**config.mk**
```make
export PLATFORM = sky130hd
export DESIGN_NAME = if_stage
export DESIGN_NICKNAME = d
export VERILOG_FILES = /design/src/rtl/if_stage.sv
export SDC_FILE = /design/constraint.sdc
export NUM_CORES = 1
export LEC_CHECK = 0
export CORE_ASPECT_RATIO = 0.7
export CORE_MARGIN = 2
export CORE_UTILIZATION = 45
export CTS_CLUSTER_SIZE = 14
export DETAILED_ROUTE_END_ITERATION = 10
export GPL_TIMING_DRIVEN = 0
export PLACE_DENSITY = 0.69
export SLEW_MARGIN = 20
export SYNTH_ARGS = -nofsm -noshare
export SYNTH_HDL_FRONTEND = slang
export SYNTH_SLANG_ARGS = --single-unit
```
**constraint.sdc**
```tcl
create_clock -name iClk -period 7.17 [get_ports iClk]
set_clock_uncertainty 0.1 [all_clocks]
set_input_delay 1.434 -clock iClk [delete_from_list [all_inputs] [get_ports iClk]]
set_output_delay 1.434 -clock iClk [all_outputs]
set_load 0.05 [all_outputs]
```
**src/rtl/if_stage.sv**
```systemverilog
// RV32 instruction fetch stage: credit-limited word reads, an in-order response buffer
// with bypass into the decode output register, and flush-on-redirect that drops stale responses.
module if_stage #(
    parameter logic [31:0] ResetPC        = 32'h0000_0000,
    parameter int unsigned MaxOutstanding = 2
) (
    input  logic        iClk,
    input  logic        iRst,
    input  logic        iEn,
    input  logic        iStall,
    input  logic        iPCS_EXT,
    input  logic [31:0] iPC_EXT,
    output logic        oIMemReq,
    output logic [31:0] oIMemAddr,
    input  logic        iIMemReady,
    input  logic        iIMemValid,
    input  logic [31:0] iIMemData,
    output logic        oValid,
    output logic [31:0] oPC,
    output logic [31:0] oPC4,
    output logic [31:0] oINS,
    output logic        oMisalign
);

    localparam int PW = (MaxOutstanding > 32'd1) ? $clog2(MaxOutstanding) : 1;
    localparam int CW = $clog2(MaxOutstanding + 1);
    localparam int SW = CW + 1;
    localparam int DW = 8;
    localparam logic [31:0] Nop = 32'h0000_0013;

    function automatic logic [PW-1:0] ptr_inc(input logic [PW-1:0] p);
        logic [PW-1:0] n;
        if (p == PW'(MaxOutstanding - 1)) begin
            n = {PW{1'b0}};
        end else begin
            n = p + PW'(1);
        end
        return n;
    endfunction

    logic [31:0]   fpc_r;
    logic [31:0]   ifq_mem_r [MaxOutstanding];
    logic [PW-1:0] ifq_rd_r;
    logic [PW-1:0] ifq_wr_r;
    logic [CW-1:0] ifq_cnt_r;
    logic [31:0]   buf_pc_r  [MaxOutstanding];
    logic [31:0]   buf_ins_r [MaxOutstanding];
    logic [PW-1:0] buf_rd_r;
    logic [PW-1:0] buf_wr_r;
    logic [CW-1:0] buf_cnt_r;
    logic [DW-1:0] discard_r;
    logic          valid_r;
    logic [31:0]   pc_r;
    logic [31:0]   ins_r;
    logic          misalign_r;

    logic redirect_s;
    logic credit_ok_s;
    logic req_s;
    logic req_fire_s;
    logic drop_s;
    logic pair_s;
    logic out_acc_s;
    logic buf_pop_s;
    logic bypass_s;
    logic buf_push_s;

    // Handshake strobes; a redirect overrides every buffer and output action.
    always_comb begin
        redirect_s  = iEn & iPCS_EXT;
        credit_ok_s = ({1'b0, ifq_cnt_r} + {1'b0, buf_cnt_r}) < SW'(MaxOutstanding);
        req_s       = iEn & ~iRst & ~iPCS_EXT & credit_ok_s;
        req_fire_s  = req_s & iIMemReady;
        drop_s      = iIMemValid & (discard_r != {DW{1'b0}});
        pair_s      = iIMemValid & (discard_r == {DW{1'b0}});
        out_acc_s   = iEn & (~valid_r | ~iStall);
        buf_pop_s   = ~redirect_s & out_acc_s & (buf_cnt_r != {CW{1'b0}});
        bypass_s    = ~redirect_s & out_acc_s & (buf_cnt_r == {CW{1'b0}}) & pair_s;
        buf_push_s  = ~redirect_s & pair_s & ~bypass_s;
    end

    // Queue storage; pointers alone define occupancy, so the arrays need no reset.
    always_ff @(posedge iClk) begin
        if (req_fire_s) begin
            ifq_mem_r[ifq_wr_r] <= fpc_r;
        end
        if (buf_push_s) begin
            buf_pc_r[buf_wr_r]  <= ifq_mem_r[ifq_rd_r];
            buf_ins_r[buf_wr_r] <= iIMemData;
        end
    end

    // Fetch PC, queue bookkeeping, discard counter and the decode output register.
    always_ff @(posedge iClk) begin
        if (iRst) begin
            fpc_r      <= ResetPC;
            ifq_rd_r   <= {PW{1'b0}};
            ifq_wr_r   <= {PW{1'b0}};
            ifq_cnt_r  <= {CW{1'b0}};
            buf_rd_r   <= {PW{1'b0}};
            buf_wr_r   <= {PW{1'b0}};
            buf_cnt_r  <= {CW{1'b0}};
            discard_r  <= {DW{1'b0}};
            valid_r    <= 1'b0;
            pc_r       <= 32'h0000_0000;
            ins_r      <= Nop;
            misalign_r <= 1'b0;
        end else if (redirect_s) begin
            fpc_r      <= {iPC_EXT[31:2], 2'b00};
            ifq_rd_r   <= {PW{1'b0}};
            ifq_wr_r   <= {PW{1'b0}};
            ifq_cnt_r  <= {CW{1'b0}};
            buf_rd_r   <= {PW{1'b0}};
            buf_wr_r   <= {PW{1'b0}};
            buf_cnt_r  <= {CW{1'b0}};
            // Remaining stale responses: pending discards plus in-flight reads not answered now.
            discard_r  <= discard_r - DW'(drop_s) + DW'(ifq_cnt_r) - DW'(pair_s);
            valid_r    <= 1'b0;
            ins_r      <= Nop;
            misalign_r <= (iPC_EXT[1:0] != 2'b00);
        end else begin
            misalign_r <= 1'b0;
            if (req_fire_s) begin
                fpc_r    <= fpc_r + 32'd4;
                ifq_wr_r <= ptr_inc(ifq_wr_r);
            end
            if (pair_s) begin
                ifq_rd_r <= ptr_inc(ifq_rd_r);
            end
            ifq_cnt_r <= ifq_cnt_r + CW'(req_fire_s) - CW'(pair_s);
            if (drop_s) begin
                discard_r <= discard_r - DW'(1);
            end
            if (buf_push_s) begin
                buf_wr_r <= ptr_inc(buf_wr_r);
            end
            if (buf_pop_s) begin
                buf_rd_r <= ptr_inc(buf_rd_r);
            end
            buf_cnt_r <= buf_cnt_r + CW'(buf_push_s) - CW'(buf_pop_s);
            if (out_acc_s) begin
                if (buf_pop_s) begin
                    valid_r <= 1'b1;
                    pc_r    <= buf_pc_r[buf_rd_r];
                    ins_r   <= buf_ins_r[buf_rd_r];
                end else if (bypass_s) begin
                    valid_r <= 1'b1;
                    pc_r    <= ifq_mem_r[ifq_rd_r];
                    ins_r   <= iIMemData;
                end else begin
                    valid_r <= 1'b0;
                    ins_r   <= Nop;
                end
            end
        end
    end

    assign oIMemReq  = req_s;
    assign oIMemAddr = fpc_r;
    assign oValid    = valid_r;
    assign oPC       = pc_r;
    assign oPC4      = pc_r + 32'd4;
    assign oINS      = ins_r;
    assign oMisalign = misalign_r;

endmodule

```
==> impl_metrics.env, run 1 <==
export IMPL_synth_warnings=0
export IMPL_num_rows=51
export IMPL_hold_end="oINS[28]"
export IMPL_ys_ff_latch=296
export IMPL_die_area_um2=29950
export IMPL_nets=1343
export IMPL_fin_util=0.5875
export IMPL_min_period_ns=5.660
export IMPL_min_path_type="reg2reg"
export IMPL_cts_setup_buffers=0
export IMPL_cts_buffers=28
export IMPL_hold_path_startpoint="oINS[28]"
export IMPL_dp_cells=1587
export IMPL_finalSetupTns_ns=0
export IMPL_setup_viol=0
export IMPL_synthArstFlopShare=0
export IMPL_grt_usage=0.2256
export IMPL_cap_viol_max_count=0
export IMPL_r2r_start="buf_cnt_r[1]"
export IMPL_drt_first_pass_iters=6
export IMPL_post_route_drc_count=0
export IMPL_start_util=0.4598
export IMPL_postCtsHoldBufs=0
export IMPL_leakage_nw=5.388
export IMPL_layout_common_cells="195 x clkdlybuf4s50_1, 184 x edfxtp_1, 112 x dfxtp_1"
export IMPL_total_power_mw=4.333
export IMPL_first_iter_violations=923
export IMPL_antenna_found_initial=4
export IMPL_finalCritPeriodShare=0.7894
export IMPL_multi_input_area_um2=4776
export IMPL_synth_area_per_cell_um2=12.75
export IMPL_ys_flop_type="edfxtp_1"
export IMPL_wirelength_mm=34.16
export IMPL_cts_buffer_depth=3
export IMPL_cts_sinks=296
export IMPL_syn_to_final_growth_pct=27.76
export IMPL_clock_fmax_ghz=0.1767
export IMPL_die_width_um=206.0
export IMPL_cts_resized=0
export IMPL_ant_nets=0
export IMPL_r2r_end="buf_cnt_r[1]"
export IMPL_final_cell_count_no_fill=1641
export IMPL_mappedNetlistArea_um2=12850
export IMPL_hold_viol_final=0
export IMPL_maxSlewViolCount=0
export IMPL_hold_depth=2
export IMPL_slew_headroom=0.1963
export IMPL_reg2regPathDepth=10
export IMPL_cp_required_ns=5.64
export IMPL_first_global_vias=8732
export IMPL_vdd_drop_max_mv=0.1900
export IMPL_pin_count=202
export IMPL_cts_root_buf="clkbuf_16"
export IMPL_via_per_inst=5.566
export IMPL_cts_max_level=1
export IMPL_critPathLaunchType="flip-flop"
export IMPL_synth_distinct_cells=60
export IMPL_cp_data_arrival_time_ns=4.13
export IMPL_path_class="reg2out"
export IMPL_hpwlAfterDp_mm=24.44
export IMPL_worstMarginPinSlew_ns=1.195
export IMPL_worstPathMaxFanout=6
export IMPL_gp_congestion=0.8857
export IMPL_overflow=0
export IMPL_core_area_um2=27950
export IMPL_grt_max_degree=25
export IMPL_rsz0062_at_grt="no"
export IMPL_status="finished clean"
export IMPL_r2r_slack_ns=3.62
export IMPL_power_density_nw_per_um2=263.9
export IMPL_regArea_um2=7767
export IMPL_final_layout_size_suffix_gt1_frac=0.1309
export IMPL_layout_commonest_cell="clkdlybuf4s50_1"
export IMPL_cts_tree="yes"
export IMPL_clkTransAtPathRegs_ns=0.07
export IMPL_netlist_instances=1008
export IMPL_fill_cells=2283
export IMPL_wl_per_cell_um=20.81
export IMPL_grt_pass1_wl_mm=51.70
export IMPL_end_kind="output port"
export IMPL_synth_edf_count=184
export IMPL_io_buffer_count=195
export IMPL_yosysSeqAreaShare=0.6044
export IMPL_dieHeight_um=145.4
export IMPL_clkLatencyLatePin_ns=0.55
export IMPL_num_vias=9133
## cells in the mapped netlist (3+ instances only)
cell | count | area [µm²]
nand2_1 | 47 | 176.4
fa_1 | 3 | 60.06
nand3_1 | 29 | 145.1
a21oi_1 | 15 | 75.07
dfxtp_1 | 112 | 2242
o21ai_0 | 5 | 25.02
and2_1 | 6 | 37.54
xor2_1 | 15 | 131.4
or3_1 | 12 | 75.07
xnor2_1 | 35 | 306.5
mux2_2 | 90 | 1013
mux2i_1 | 63 | 630.6
edfxtp_1 | 184 | 5525
a2bb2oi_1 | 3 | 26.28
a22oi_1 | 7 | 52.55
nand2b_1 | 11 | 68.82
o221ai_1 | 3 | 26.28
nor3_1 | 6 | 30.03
buf_4 | 8 | 60.06
clkbuf_1 | 42 | 157.7
o211ai_1 | 9 | 67.56
nand4_1 | 22 | 137.6
and3_1 | 8 | 50.05
a211oi_1 | 16 | 120.1
a222oi_1 | 29 | 290.3
or4_1 | 4 | 30.03
inv_1 | 30 | 112.6
nor2_1 | 110 | 412.9
buf_2 | 4 | 20.02
ha_1 | 23 | 287.8
a31oi_1 | 15 | 93.84
nor4_1 | 6 | 37.54
## how the worst max path moves through the flow
stage                     startpoint              end  slack (ns)  cells past startpoint
final                         oPC[2]         oPC4[30]        1.51                      7
after global routing          oPC[2]         oPC4[31]        1.35                      6
after CTS                     oPC[2]         oPC4[31]        1.47                      6
after detailed placement        iRst         oIMemReq        1.62                      5
after global placement           iEn  buf_pc_r[0][15]       -1.12                      5
after floorplan             iPCS_EXT  buf_ins_r[0][0]        1.96                      4
## worst max-delay path: stages (launching register included)
cell	delay [ns]
dfxtp_1	0.52
ha_1	0.24
nand3_1	0.31
nor4_1	1.01
and4_1	0.40
nand4_1	0.13
xnor2_1	0.15
clkdlybuf4s50_1	0.81
## power by group
group          switching, mW  internal (mW)
registers             0.0717           1.91
logic                  0.517          0.357
clock network          0.626          0.847
## cell families (layout without fill, tap and decap cells)
group,count (synthesis),in the layout,share of synthesized area
other,1,8,0.0002918
XOR/XNOR,50,50,0.03407
multiplexers,153,153,0.1279
AND/OR/NAND/NOR,275,275,0.1052
AO/OA/AOI/OAI,121,121,0.07321
adder cells (fa/ha/maj),26,26,0.02706
flip-flops,296,296,0.6044
buffers and inverters,86,341,0.02784
## cell type report
class	count	area share
Inverter	30	0.006858
Tap cell	371	0.02827
Antenna cell	2	0.0003048
Timing Repair Buffer	203	0.1294
Multi-Input combinational cell	631	0.2909
Clock inverter	9	0.004725
Buffer	56	0.01494
Sequential cell	296	0.4731
Clock buffer	43	0.05159
## flip-flops by register name, summed over array words and instances, names as in the netlist, 2 cells and up, named ones only
register / cells
discard_r: 8
buf_ins_r: 64
oINS: 32
ifq_cnt_r: 2
buf_cnt_r: 2
buf_pc_r: 60
ifq_mem_r: 60
oPC: 30
oIMemAddr: 30
## layer usage
metal,track usage,vias up,part of all wire
met2,0.3495,319,0.45
met3,0.03560,63,0.063
met4,0.04750,4,0.025
met5,0,-,0.00079
li1,-,4260,-
met1,0.3355,4487,0.46
## stage by stage
step                      hold slack, ns  setup WS (ns)  instance area [µm²]
after floorplan                   0.3813          1.955                12870
after global placement            0.3936         -1.123                15290
after detailed placement          0.3989          1.620                15490
after CTS                         0.4208          1.475                16410
after global routing              0.4357          1.351                16410
final                             0.4148          1.510                16420
Note: power is estimated with default switching activity, not from simulation.
==> run 2, diff against run 1 <==
--- a/config.mk
+++ b/config.mk
@@ -11,7 +11,7 @@
 export CTS_CLUSTER_SIZE = 14
 export DETAILED_ROUTE_END_ITERATION = 10
 export GPL_TIMING_DRIVEN = 0
-export PLACE_DENSITY = 0.69
+export PLACE_DENSITY = 0.71
 export SLEW_MARGIN = 20
 export SYNTH_ARGS = -nofsm -noshare
 export SYNTH_HDL_FRONTEND = slang
==> constraint.sdc (replaced) <==
create_clock -name iClk -period 4.6 [get_ports iClk]
set_clock_uncertainty 0.1 [all_clocks]
set_input_delay 0.92 -clock iClk [delete_from_list [all_inputs] [get_ports iClk]]
set_output_delay 0.92 -clock iClk [all_outputs]
set_load 0.05 [all_outputs]
==> run 2 against run 1 <==
Wire length is 1.1% lower; flip-flop and latch count stayed put; sequential power is 56% higher; critical path depth is 1 lower; non-clock buffer count stayed put; cell count hardly changed; utilization is 0.29 points higher; largest power group unchanged; highest routed layer unchanged.
==> impl_metrics.env, run 2 (synthesized netlist as in run 1, its figures left out) <==
export IMPL_slew_headroom=0.3856
export IMPL_nets=1343
export IMPL_wirelength_mm=33.78
export IMPL_wl_per_cell_um=20.60
export IMPL_hold_depth=2
export IMPL_total_power_mw=6.787
export IMPL_final_layout_size_suffix_gt1_frac=0.1310
export IMPL_crit_family="simple AND/OR/NAND/NOR gates"
export IMPL_pin_count=202
export IMPL_path_buf_inv=1
export IMPL_overflow=0
export IMPL_io_buffer_count=195
export IMPL_post_route_drc_count=0
export IMPL_r2r_end="buf_cnt_r[1]"
export IMPL_maxSlewViolCount=0
export IMPL_cts_buffer_depth=3
export IMPL_grt_max_degree=24
export IMPL_largest_reg_flops=64
export IMPL_drt_first_pass_iters=6
export IMPL_clock_fmax_ghz=0.2257
export IMPL_postLayoutSetupSlackWorst_ns=0.1702
export IMPL_slowest_delay_ns=0.58
export IMPL_cts_resized=5
export IMPL_regMostFlops="buf_ins_r"
export IMPL_cts_root_buf="clkbuf_16"
export IMPL_num_vias=9071
export IMPL_path_class="reg2out"
export IMPL_rsz0062_at_grt="no"
export IMPL_worstMarginPinSlew_ns=0.9216
export IMPL_layout_common_cells="186 x clkdlybuf4s50_1, 184 x edfxtp_1, 112 x dfxtp_1"
export IMPL_cts_sinks=296
export IMPL_top_regs="buf_ins_r: 64 flops, buf_pc_r: 60 flops, ifq_mem_r: 60 flops"
export IMPL_critPathLaunchType="flip-flop"
export IMPL_start_util=0.4598
export IMPL_leakage_nw=5.573
export IMPL_core_area_um2=27950
export IMPL_hold_end="oINS[27]"
export IMPL_cts_max_level=1
export IMPL_ant_nets=0
export IMPL_met2WireLength_mm=15.15
export IMPL_grt_pass1_wl_mm=51.49
export IMPL_gp_congestion=0.8834
export IMPL_r2r_slack_ns=1.18
export IMPL_die_width_um=206.0
export IMPL_antenna_found_initial=3
export IMPL_power_density_nw_per_um2=411.3
export IMPL_dieHeight_um=145.4
export IMPL_cp_required_ns=3.58
export IMPL_clkLatencyLatePin_ns=0.56
export IMPL_highest_layer="met5"
export IMPL_cts_tree="yes"
export IMPL_end_kind="output port"
export IMPL_hpwlAfterDp_mm=24.28
export IMPL_hold_path_startpoint="oINS[27]"
export IMPL_wl_met3_mm=2.176
export IMPL_min_path_type="reg2reg"
export IMPL_postCtsHoldBufs=0
export IMPL_num_rows=51
export IMPL_cts_setup_buffers=0
export IMPL_layout_commonest_cell="clkdlybuf4s50_1"
export IMPL_hold_viol_final=0
export IMPL_finalSetupTns_ns=0
export IMPL_post_place_ws_ns=-0.1615
export IMPL_die_area_um2=29950
export IMPL_worstPathMaxFanout=6
export IMPL_cap_viol_max_count=0
export IMPL_syn_to_final_growth_pct=28.39
export IMPL_m1WireLength_mm=15.74
export IMPL_setup_viol=0
export IMPL_grt_usage=0.2229
export IMPL_cts_buffers=28
export IMPL_crit_chain="nand4_1 -> nor4_4 -> nand4_1 -> nor2_1 -> xor2_1 -> dlygate4sd2_1"
export IMPL_worst_path_most_repeated_cell="nand4_1"
export IMPL_first_global_vias=8768
export IMPL_clkTransAtPathRegs_ns=0.06
export IMPL_status="finished clean"
export IMPL_vdd_drop_max_mv=0.3261
export IMPL_min_period_ns=4.430
export IMPL_cp_data_arrival_time_ns=3.41
export IMPL_r2r_start="buf_cnt_r[1]"
export IMPL_reg2regPathDepth=10
export IMPL_whs_ns=0.4225
export IMPL_via_per_inst=5.531
export IMPL_slowest_stage="dlygate4sd2_1"
export IMPL_first_iter_violations=788
export IMPL_finalCritPeriodShare=0.9630
run 2: worst register-to-register path: stages (launching register included):
cell      delay [ns]
dfxtp_1         0.41
nor2_1          0.06
a211oi_1        0.67
clkbuf_1        0.64
clkbuf_1        0.51
ha_1            0.32
inv_1           0.05
ha_1            0.15
xor2_1          0.18
xnor2_1         0.14
nor2_1          0.05
run 2: worst max path at each step:
| stage | from | to | slack [ns] | cells after the start |
|---|---|---|---|---|
| after global routing | oPC[9] | oPC4[31] | 0.008 | 6 |
| after global placement | iEn | buf_pc_r[1][14] | -3.20 | 5 |
| after CTS | oPC[2] | oPC4[30] | 0.02 | 7 |
| after floorplan | iPCS_EXT | buf_ins_r[0][0] | -0.10 | 4 |
| final | oPC[2] | oPC4[31] | 0.17 | 6 |
| after detailed placement | iPCS_EXT | buf_cnt_r[1] | -0.16 | 11 |
run 2: report_power, final:
part	internal, mW	switching [mW]
clock network	1.35	0.987
logic	0.557	0.797
registers	2.98	0.113
run 2: per-stage QoR:
step / utilization / area, µm² / cells
after global placement: 0.5470 / 15290 / 1579
after global routing: 0.5902 / 16500 / 1638
after floorplan: - / 12870 / 1013
after detailed placement: 0.5548 / 15510 / 1587
after CTS: 0.5895 / 16480 / 1638
final: 0.5904 / 16500 / 1640
run 2: layout make-up:
cell class                 count  area, µm²
antenna                        2      5.005
buffer                        56      245.2
clock buffer                  40      775.7
clock inverter                11      163.9
fill                        2289      11450
inverter                      30      112.6
multi-input combinational    631       4806
sequential                   296       7767
tap                          371      464.2
timing repair buffer         203       2161
run 2: layer usage:
layer	vias up	track usage
met5	-	0
met4	2	0.04607
met3	45	0.03851
met2	303	0.3441
met1	4459	0.3305
li1	4262	-
